--- config.mk ---
export PLATFORM = sky130hd
export DESIGN_NAME = puf_ro_compare
export DESIGN_NICKNAME = d
export VERILOG_FILES = /design/src/rtl/puf_pkg.sv /design/src/rtl/puf_edge_counter.sv /design/src/rtl/puf_ro_compare.sv
export SDC_FILE = /design/constraint.sdc
export NUM_CORES = 1
export LEC_CHECK = 0
export CELL_PAD_IN_SITES_DETAIL_PLACEMENT = 1
export CELL_PAD_IN_SITES_GLOBAL_PLACEMENT = 1
export CORE_MARGIN = 2
export CORE_UTILIZATION = 45
export CTS_BUF_LIST = sky130_fd_sc_hd__clkbuf_16
export CTS_CLUSTER_DIAMETER = 30
export DETAILED_ROUTE_END_ITERATION = 8
export DONT_BUFFER_PORTS = 1
export PLACE_DENSITY = 0.79
export SLEW_MARGIN = 15
export SYNTH_ARGS = -nofsm -noshare
export SYNTH_HDL_FRONTEND = slang
export SYNTH_SLANG_ARGS = --single-unit
--- constraint.sdc ---
create_clock -name clk -period 6.1 [get_ports clk]
set_clock_uncertainty 0.1 [all_clocks]
set_input_delay 1.22 -clock clk [delete_from_list [all_inputs] [get_ports clk]]
set_output_delay 1.22 -clock clk [all_outputs]
set_load 0.02 [all_outputs]
--- src/rtl/puf_pkg.sv ---
// Shared types and helpers for the ring-oscillator PUF response generator:
// FSM state encoding, pair-index arithmetic and saturating increment.
package puf_pkg;

  typedef enum logic [2:0] {
    ST_IDLE   = 3'd0,
    ST_SETTLE = 3'd1,
    ST_COUNT  = 3'd2,
    ST_CMP    = 3'd3,
    ST_DONE   = 3'd4
  } puf_state_e;

  // Oscillator index for pair k: sel=0 gives a, sel=1 gives b; wraps mod num_ro.
  function automatic int unsigned pair_idx(input int unsigned c,
                                           input int unsigned k,
                                           input int unsigned num_ro,
                                           input int unsigned sel);
    return (c + 2 * k + sel) % num_ro;
  endfunction

  function automatic logic [31:0] sat_inc(input logic [31:0] v,
                                          input logic [31:0] max_v);
    return (v >= max_v) ? max_v : v + 32'd1;
  endfunction

endpackage

--- src/rtl/puf_edge_counter.sv ---
// Counts 0->1 transitions of one asynchronous oscillator line through a
// 2-flop synchroniser plus history flop; saturating, with synchronous clear.
module puf_edge_counter
  import puf_pkg::*;
#(
  parameter int CNT_W = 20
) (
  input  logic             clk,
  input  logic             rst,
  input  logic             ro_i,
  input  logic             clr_i,
  input  logic             en_i,
  output logic [CNT_W-1:0] cnt_o
);

  localparam logic [31:0] CNT_MAX = 32'((64'd1 << CNT_W) - 64'd1);

  logic             sync1_q, sync2_q, hist_q;
  logic [CNT_W-1:0] cnt_q, cnt_d;
  logic             rise;

  assign rise = sync2_q & ~hist_q;

  always_comb begin
    cnt_d = cnt_q;
    if (clr_i) begin
      cnt_d = '0;
    end else if (en_i && rise) begin
      cnt_d = CNT_W'(sat_inc(32'(cnt_q), CNT_MAX));
    end
  end

  always_ff @(posedge clk or posedge rst) begin
    if (rst) begin
      sync1_q <= 1'b0;
      sync2_q <= 1'b0;
      hist_q  <= 1'b0;
      cnt_q   <= '0;
    end else begin
      sync1_q <= ro_i;
      sync2_q <= sync1_q;
      hist_q  <= sync2_q;
      cnt_q   <= cnt_d;
    end
  end

  assign cnt_o = cnt_q;

endmodule

--- src/rtl/puf_ro_compare.sv ---
// Ring-oscillator PUF challenge/response generator: measures RESP_W oscillator
// pairs and reports one bit per pair. Optional feature macro: PUF_RO_MARGIN_EN.
//
// state  | meaning
// IDLE   | waiting for start; ro_en = 0
// SETTLE | pair enabled, counters held clear while synchronisers flush
// COUNT  | counting rising edges of both oscillators for WINDOW cycles
// CMP    | one cycle: record resp[k], tie and margin, advance pair
// DONE   | resp_valid high until resp_ready
module puf_ro_compare
  import puf_pkg::*;
#(
  parameter int NUM_RO = 16,
  parameter int CNT_W  = 20,
  parameter int WINDOW = 65536,
  parameter int SETTLE = 16,
  parameter int RESP_W = 8
) (
  input  logic                      clk,
  input  logic                      rst,
  input  logic [NUM_RO-1:0]         ro_in,
  output logic [NUM_RO-1:0]         ro_en,
  input  logic [$clog2(NUM_RO)-1:0] challenge,
  input  logic                      start,
  output logic                      busy,
  output logic [RESP_W-1:0]         resp,
  output logic                      resp_tie,
  output logic                      resp_valid,
`ifdef PUF_RO_MARGIN_EN
  output logic [CNT_W-1:0]          resp_margin,
`endif
  input  logic                      resp_ready
);

  localparam int IDX_W   = $clog2(NUM_RO);
  localparam int KW      = (RESP_W > 1) ? $clog2(RESP_W) : 1;
  localparam int TMR_MAX = (WINDOW > SETTLE) ? WINDOW : SETTLE;
  localparam int TMR_W   = $clog2(TMR_MAX + 1);

  puf_state_e        state_q, state_d;
  logic [IDX_W-1:0]  chal_q, chal_d;
  logic [KW-1:0]     k_q, k_d;
  logic [TMR_W-1:0]  tmr_q, tmr_d;
  logic [RESP_W-1:0] resp_q, resp_d;
  logic              tie_q, tie_d;
  logic [IDX_W-1:0]  idx_a, idx_b;
  logic [CNT_W-1:0]  cnt_a, cnt_b;
  logic              measuring;

  assign idx_a = IDX_W'(pair_idx(32'(chal_q), 32'(k_q), NUM_RO, 0));
  assign idx_b = IDX_W'(pair_idx(32'(chal_q), 32'(k_q), NUM_RO, 1));

  assign measuring = (state_q == ST_SETTLE) || (state_q == ST_COUNT) ||
                     (state_q == ST_CMP);

  always_comb begin
    ro_en = '0;
    if (measuring) begin
      ro_en[idx_a] = 1'b1;
      ro_en[idx_b] = 1'b1;
    end
  end

  puf_edge_counter #(.CNT_W(CNT_W)) u_cnt_a (
    .clk   (clk),
    .rst   (rst),
    .ro_i  (ro_in[idx_a]),
    .clr_i (state_q == ST_SETTLE),
    .en_i  (state_q == ST_COUNT),
    .cnt_o (cnt_a)
  );

  puf_edge_counter #(.CNT_W(CNT_W)) u_cnt_b (
    .clk   (clk),
    .rst   (rst),
    .ro_i  (ro_in[idx_b]),
    .clr_i (state_q == ST_SETTLE),
    .en_i  (state_q == ST_COUNT),
    .cnt_o (cnt_b)
  );

`ifdef PUF_RO_MARGIN_EN
  logic [CNT_W-1:0] margin_q, margin_d;
  logic [CNT_W-1:0] diff;
  assign diff = (cnt_a > cnt_b) ? (cnt_a - cnt_b) : (cnt_b - cnt_a);

  always_comb begin
    margin_d = margin_q;
    if (state_q == ST_IDLE && start) begin
      margin_d = '1;
    end else if (state_q == ST_CMP && diff < margin_q) begin
      margin_d = diff;
    end
  end

  always_ff @(posedge clk or posedge rst) begin
    if (rst) margin_q <= '1;
    else     margin_q <= margin_d;
  end

  assign resp_margin = margin_q;
`endif

  always_comb begin
    state_d = state_q;
    chal_d  = chal_q;
    k_d     = k_q;
    tmr_d   = tmr_q;
    resp_d  = resp_q;
    tie_d   = tie_q;
    unique case (state_q)
      ST_IDLE: begin
        if (start) begin
          chal_d  = challenge;
          k_d     = '0;
          tmr_d   = TMR_W'(SETTLE - 1);
          resp_d  = '0;
          tie_d   = 1'b0;
          state_d = ST_SETTLE;
        end
      end
      ST_SETTLE: begin
        if (tmr_q == '0) begin
          tmr_d   = TMR_W'(WINDOW - 1);
          state_d = ST_COUNT;
        end else begin
          tmr_d = tmr_q - TMR_W'(1);
        end
      end
      ST_COUNT: begin
        if (tmr_q == '0) state_d = ST_CMP;
        else             tmr_d   = tmr_q - TMR_W'(1);
      end
      ST_CMP: begin
        resp_d[k_q] = (cnt_a > cnt_b);
        if (cnt_a == cnt_b) tie_d = 1'b1;
        if (k_q == KW'(RESP_W - 1)) begin
          state_d = ST_DONE;
        end else begin
          k_d     = k_q + KW'(1);
          tmr_d   = TMR_W'(SETTLE - 1);
          state_d = ST_SETTLE;
        end
      end
      ST_DONE: begin
        if (resp_ready) state_d = ST_IDLE;
      end
      default: state_d = ST_IDLE;
    endcase
  end

  always_ff @(posedge clk or posedge rst) begin
    if (rst) begin
      state_q <= ST_IDLE;
      chal_q  <= '0;
      k_q     <= '0;
      tmr_q   <= '0;
      resp_q  <= '0;
      tie_q   <= 1'b0;
    end else begin
      state_q <= state_d;
      chal_q  <= chal_d;
      k_q     <= k_d;
      tmr_q   <= tmr_d;
      resp_q  <= resp_d;
      tie_q   <= tie_d;
    end
  end

  assign busy       = (state_q != ST_IDLE);
  assign resp_valid = (state_q == ST_DONE);
  assign resp       = resp_q;
  assign resp_tie   = tie_q;

endmodule
==> results.py <==
metrics = {
    "global_route": {
        "grt_usage": 0.2435,
        "grt_pass1_vias": 5365,
        "grt_overflow": 0,
        "grt_start_max_net_pins": 82,
        "antenna_found_initial": 0,
        "grt_pass1_wl_mm": 25.85,
    },
    "clocking": {
        "cts_resized": 0,
        "root_buffer": "clkbuf_16",
        "hold_buffers": 0,
        "cts_buffer_depth": 2,
        "cts_sinks": 82,
        "cts_buffers": 9,
        "cts_tree": "done",
        "clk_latency_ns": 0.34,
        "post-cts-setup-buffers": 0,
        "htreeDepth": 3,
        "path_clk_slew_ns": 0.06,
    },
    "synthesis": {
        "synth_cells": 624,
        "synth_top_family_by_area": "simple AND/OR/NAND/NOR gates",
        "yosys-top-cells-area": "dfrtp_1, ha_1, a21oi_1",
        "synth_seq_cells": 82,
        "synth_edf_count": 0,
        "synth_ff_type": "dfrtp_1",
        "ys_seq_area_frac": 0.3688,
        "ys_warn_count": 0,
        "yosysTopAreaCellShare": 0.3688,
        "yosys.area_share.simple": 0.2624,
        "yosysUniqueCellTypes": 65,
        "yosys.area_share.xor_xnor": 0.01259,
        "synth_area_sq_um": 5564,
        "synth-adder-area-share": 0.07781,
        "synth_largest_area_cell": "dfrtp_1",
        "syn-num-nets": 682,
        "synthArstFlopShare": 1.000,
        "synth_compound_area_frac": 0.1873,
        "synth.mux.area_fraction": 0.04812,
        "syn_area_per_cell_sq_um": 8.917,
    },
    "timing": {
        "worst_slew_pin_slew_ns": 1.079,
        "setup_violations": 0,
        "rsz0062_at_grt": "false",
        "drv_slew": 0,
        "fin_setup_tns_ns": 0,
        "min_period_over_period": 0.7446,
        "max_slew_margin": 0.2740,
        "layout_min_cycle_time_ns": 4.542,
        "timing.fmax_ghz": 0.2202,
        "hold_viol_final": 0,
    },
    "routing": {
        "first_iter_violations": 293,
        "routed_wl_mm": 15.30,
        "via_count": 4978,
        "routedWlPerCell_microns": 19.49,
        "remaining_drc_errors": 0,
        "first_pass_iters": 5,
        "ant_nets": 0,
        "vias_per_cell": 6.341,
    },
    "setup_path": {
        "worstSetupPathType": "reg2out",
        "crit_path_start_kind": "register",
        "cp-end-kind": "output port",
        "crit_fanout": 14,
        "crit_required_ns": 4.78,
        "cp.arrival_ns": 3.22,
    },
    "placement": {
        "port_buffers": 0,
        "hpwl_mm": 11.16,
        "dp.cells": 770,
        "place.gp.congestion": 0.8487,
    },
    "job": {
        "timing.max_cap.violations": 0,
    },
    "layout": {
        "fillerInstances": 1398,
        "insertedDiodeCount": 0,
        "layout.cells.non_filler": 785,
        "drive_gt1_frac": 0.06807,
        "nets": 671,
        "area.growth.synth_to_final_pct": 7.173,
    },
    "pwr": {
        "switching_share": 0.4439,
        "p_clk_frac": 0.203,
        "p_sw_w": 0.001063,
        "power.density_nw_per_um2": 401.6,
        "pwr-share-seq": 0.343,
        "p_leak_nw": 2.370,
        "irDropWorstVdd_v": 0.0003281,
        "comb_power_share": 0.454,
        "cell_internal_pwr_w": 0.001332,
    },
    "floorplanning": {
        "die_h_microns": 115.2,
        "coreArea_sq_um": 12060,
        "pin_count": 51,
        "fp.dieW_microns": 115.2,
        "rows": 40,
        "start_util": 0.4613,
        "die_area_sq_um": 13270,
    },
    "min_path": {
        "hold_path.class": "reg2reg",
    },
    "run_status": {
        "outcome": "complete, no violations",
    },
}
[layer usage]
metal | share of wire | track usage | routed length (microns) | vias to the layer above
met3 | 0.047 | 0.05535 | 712 | 10
met5 | 0 | 0 | 0 | -
li1 | - | - | - | 2348
met2 | 0.50 | 0.4192 | 7720 | 91
met1 | 0.44 | 0.3080 | 6781 | 2529
met4 | 0.0056 | 0.06908 | 85 | 0
[synthesized netlist by cell type, drive strengths merged (14+ instances only)]
library cell  instances
o21ai                23
nor2                 54
ha                   33
dfrtp                82
and3                 16
nand4                18
nand2                40
a21oi                49
and4                 14
inv                  36
nor3                 33
clkbuf               21
nor4                 15
nand3                25
[worst max-delay path, cell delays in order, from the launching register on]
cell      delay (ns)
dfrtp_1         0.51
ha_1            0.21
inv_1           0.05
fa_1            0.66
nand3b_1        0.37
nor2b_1         0.27
nor2b_1         0.21
nor2_1          0.06
nor3_1          0.54
[power by group through the flow]
stage	Combinational (W)	Clock [W]	Sequential [W]
after CTS	0.00109	0.000495	0.000821
after detailed placement	0.00108	0	0.000830
after floorplan	0.000898	0	0.000777
after global routing	0.00120	0.000517	0.000842
after global placement	0.00104	0	0.000820
final	0.00109	0.000486	0.000822
[worst paths after layout]
path / startpoint / to / slack, ns / cells past startpoint
max: k_q[0] / ro_en[15] / 1.56 / 8
min: u_cnt_a.sync1_q / u_cnt_a.sync2_q / 0.26 / 0
min in group asynchronous: rst / u_cnt_a.cnt_o[0] / 0.49 / 1
max reg2reg: state_q[1] / u_cnt_b.cnt_o[16] / 3.19 / 5
max in group asynchronous: rst / resp[4] / 4.20 / 2
min reg2reg: u_cnt_a.sync1_q / u_cnt_a.sync2_q / 0.26 / 0
[per-stage QoR]
stage | power (W) | worst slack, ns | utilization | cell area [sq um] | hold WS (ns)
final | 0.002395 | 1.558 | 0.4944 | 5963 | 0.2623
after global routing | 0.002555 | 1.268 | 0.4944 | 5963 | 0.2791
after CTS | 0.002404 | 1.551 | 0.4944 | 5963 | 0.2640
after floorplan | 0.001676 | 2.270 | - | 5564 | 0.2312
after global placement | 0.001856 | 2.004 | 0.4735 | 5712 | 0.2377
after detailed placement | 0.001915 | 1.916 | 0.4735 | 5712 | 0.2496
[registers in the layout (all words and copies together) (netlist names)]
name             count
u_cnt_a.hist_q       1
state_q              3
k_q                  3
u_cnt_a.cnt_o       20
u_cnt_b.cnt_o       20
u_cnt_a.sync1_q      1
u_cnt_b.sync1_q      1
u_cnt_a.sync2_q      1
chal_q               4
tmr_q               17
u_cnt_b.hist_q       1
u_cnt_b.sync2_q      1
resp                 8
resp_tie             1
[cell type report]
class	instances	area, sq um	area share
Multi-Input combinational cell	479	3276	0.5493
Sequential cell	82	2052	0.3441
Clock buffer	9	225.2	0.03777
Tap cell	168	210.2	0.03525
Inverter	36	136.4	0.02287
Timing Repair Buffer	5	37.54	0.006295
Clock inverter	6	26.28	0.004406
[cells in the final DEF, fill, tap and decap left out, drive strengths merged, types with 14 or more instances in the layout]
master / count
nand3: 25
inv: 36
o21ai: 23
ha: 33
nor4: 15
nand4: 18
and4: 14
a21oi: 49
nor2: 54
nor3: 33
nand2: 40
dfrtp: 82
and3: 16
[logic make-up after synthesis]
group / count (synthesis)
compound gates: 156
xor+xnor: 8
fa+ha+maj: 34
buf+inv: 63
flops: 82
mux: 15
simple gates: 266
(Power assumes the default switching activity.)
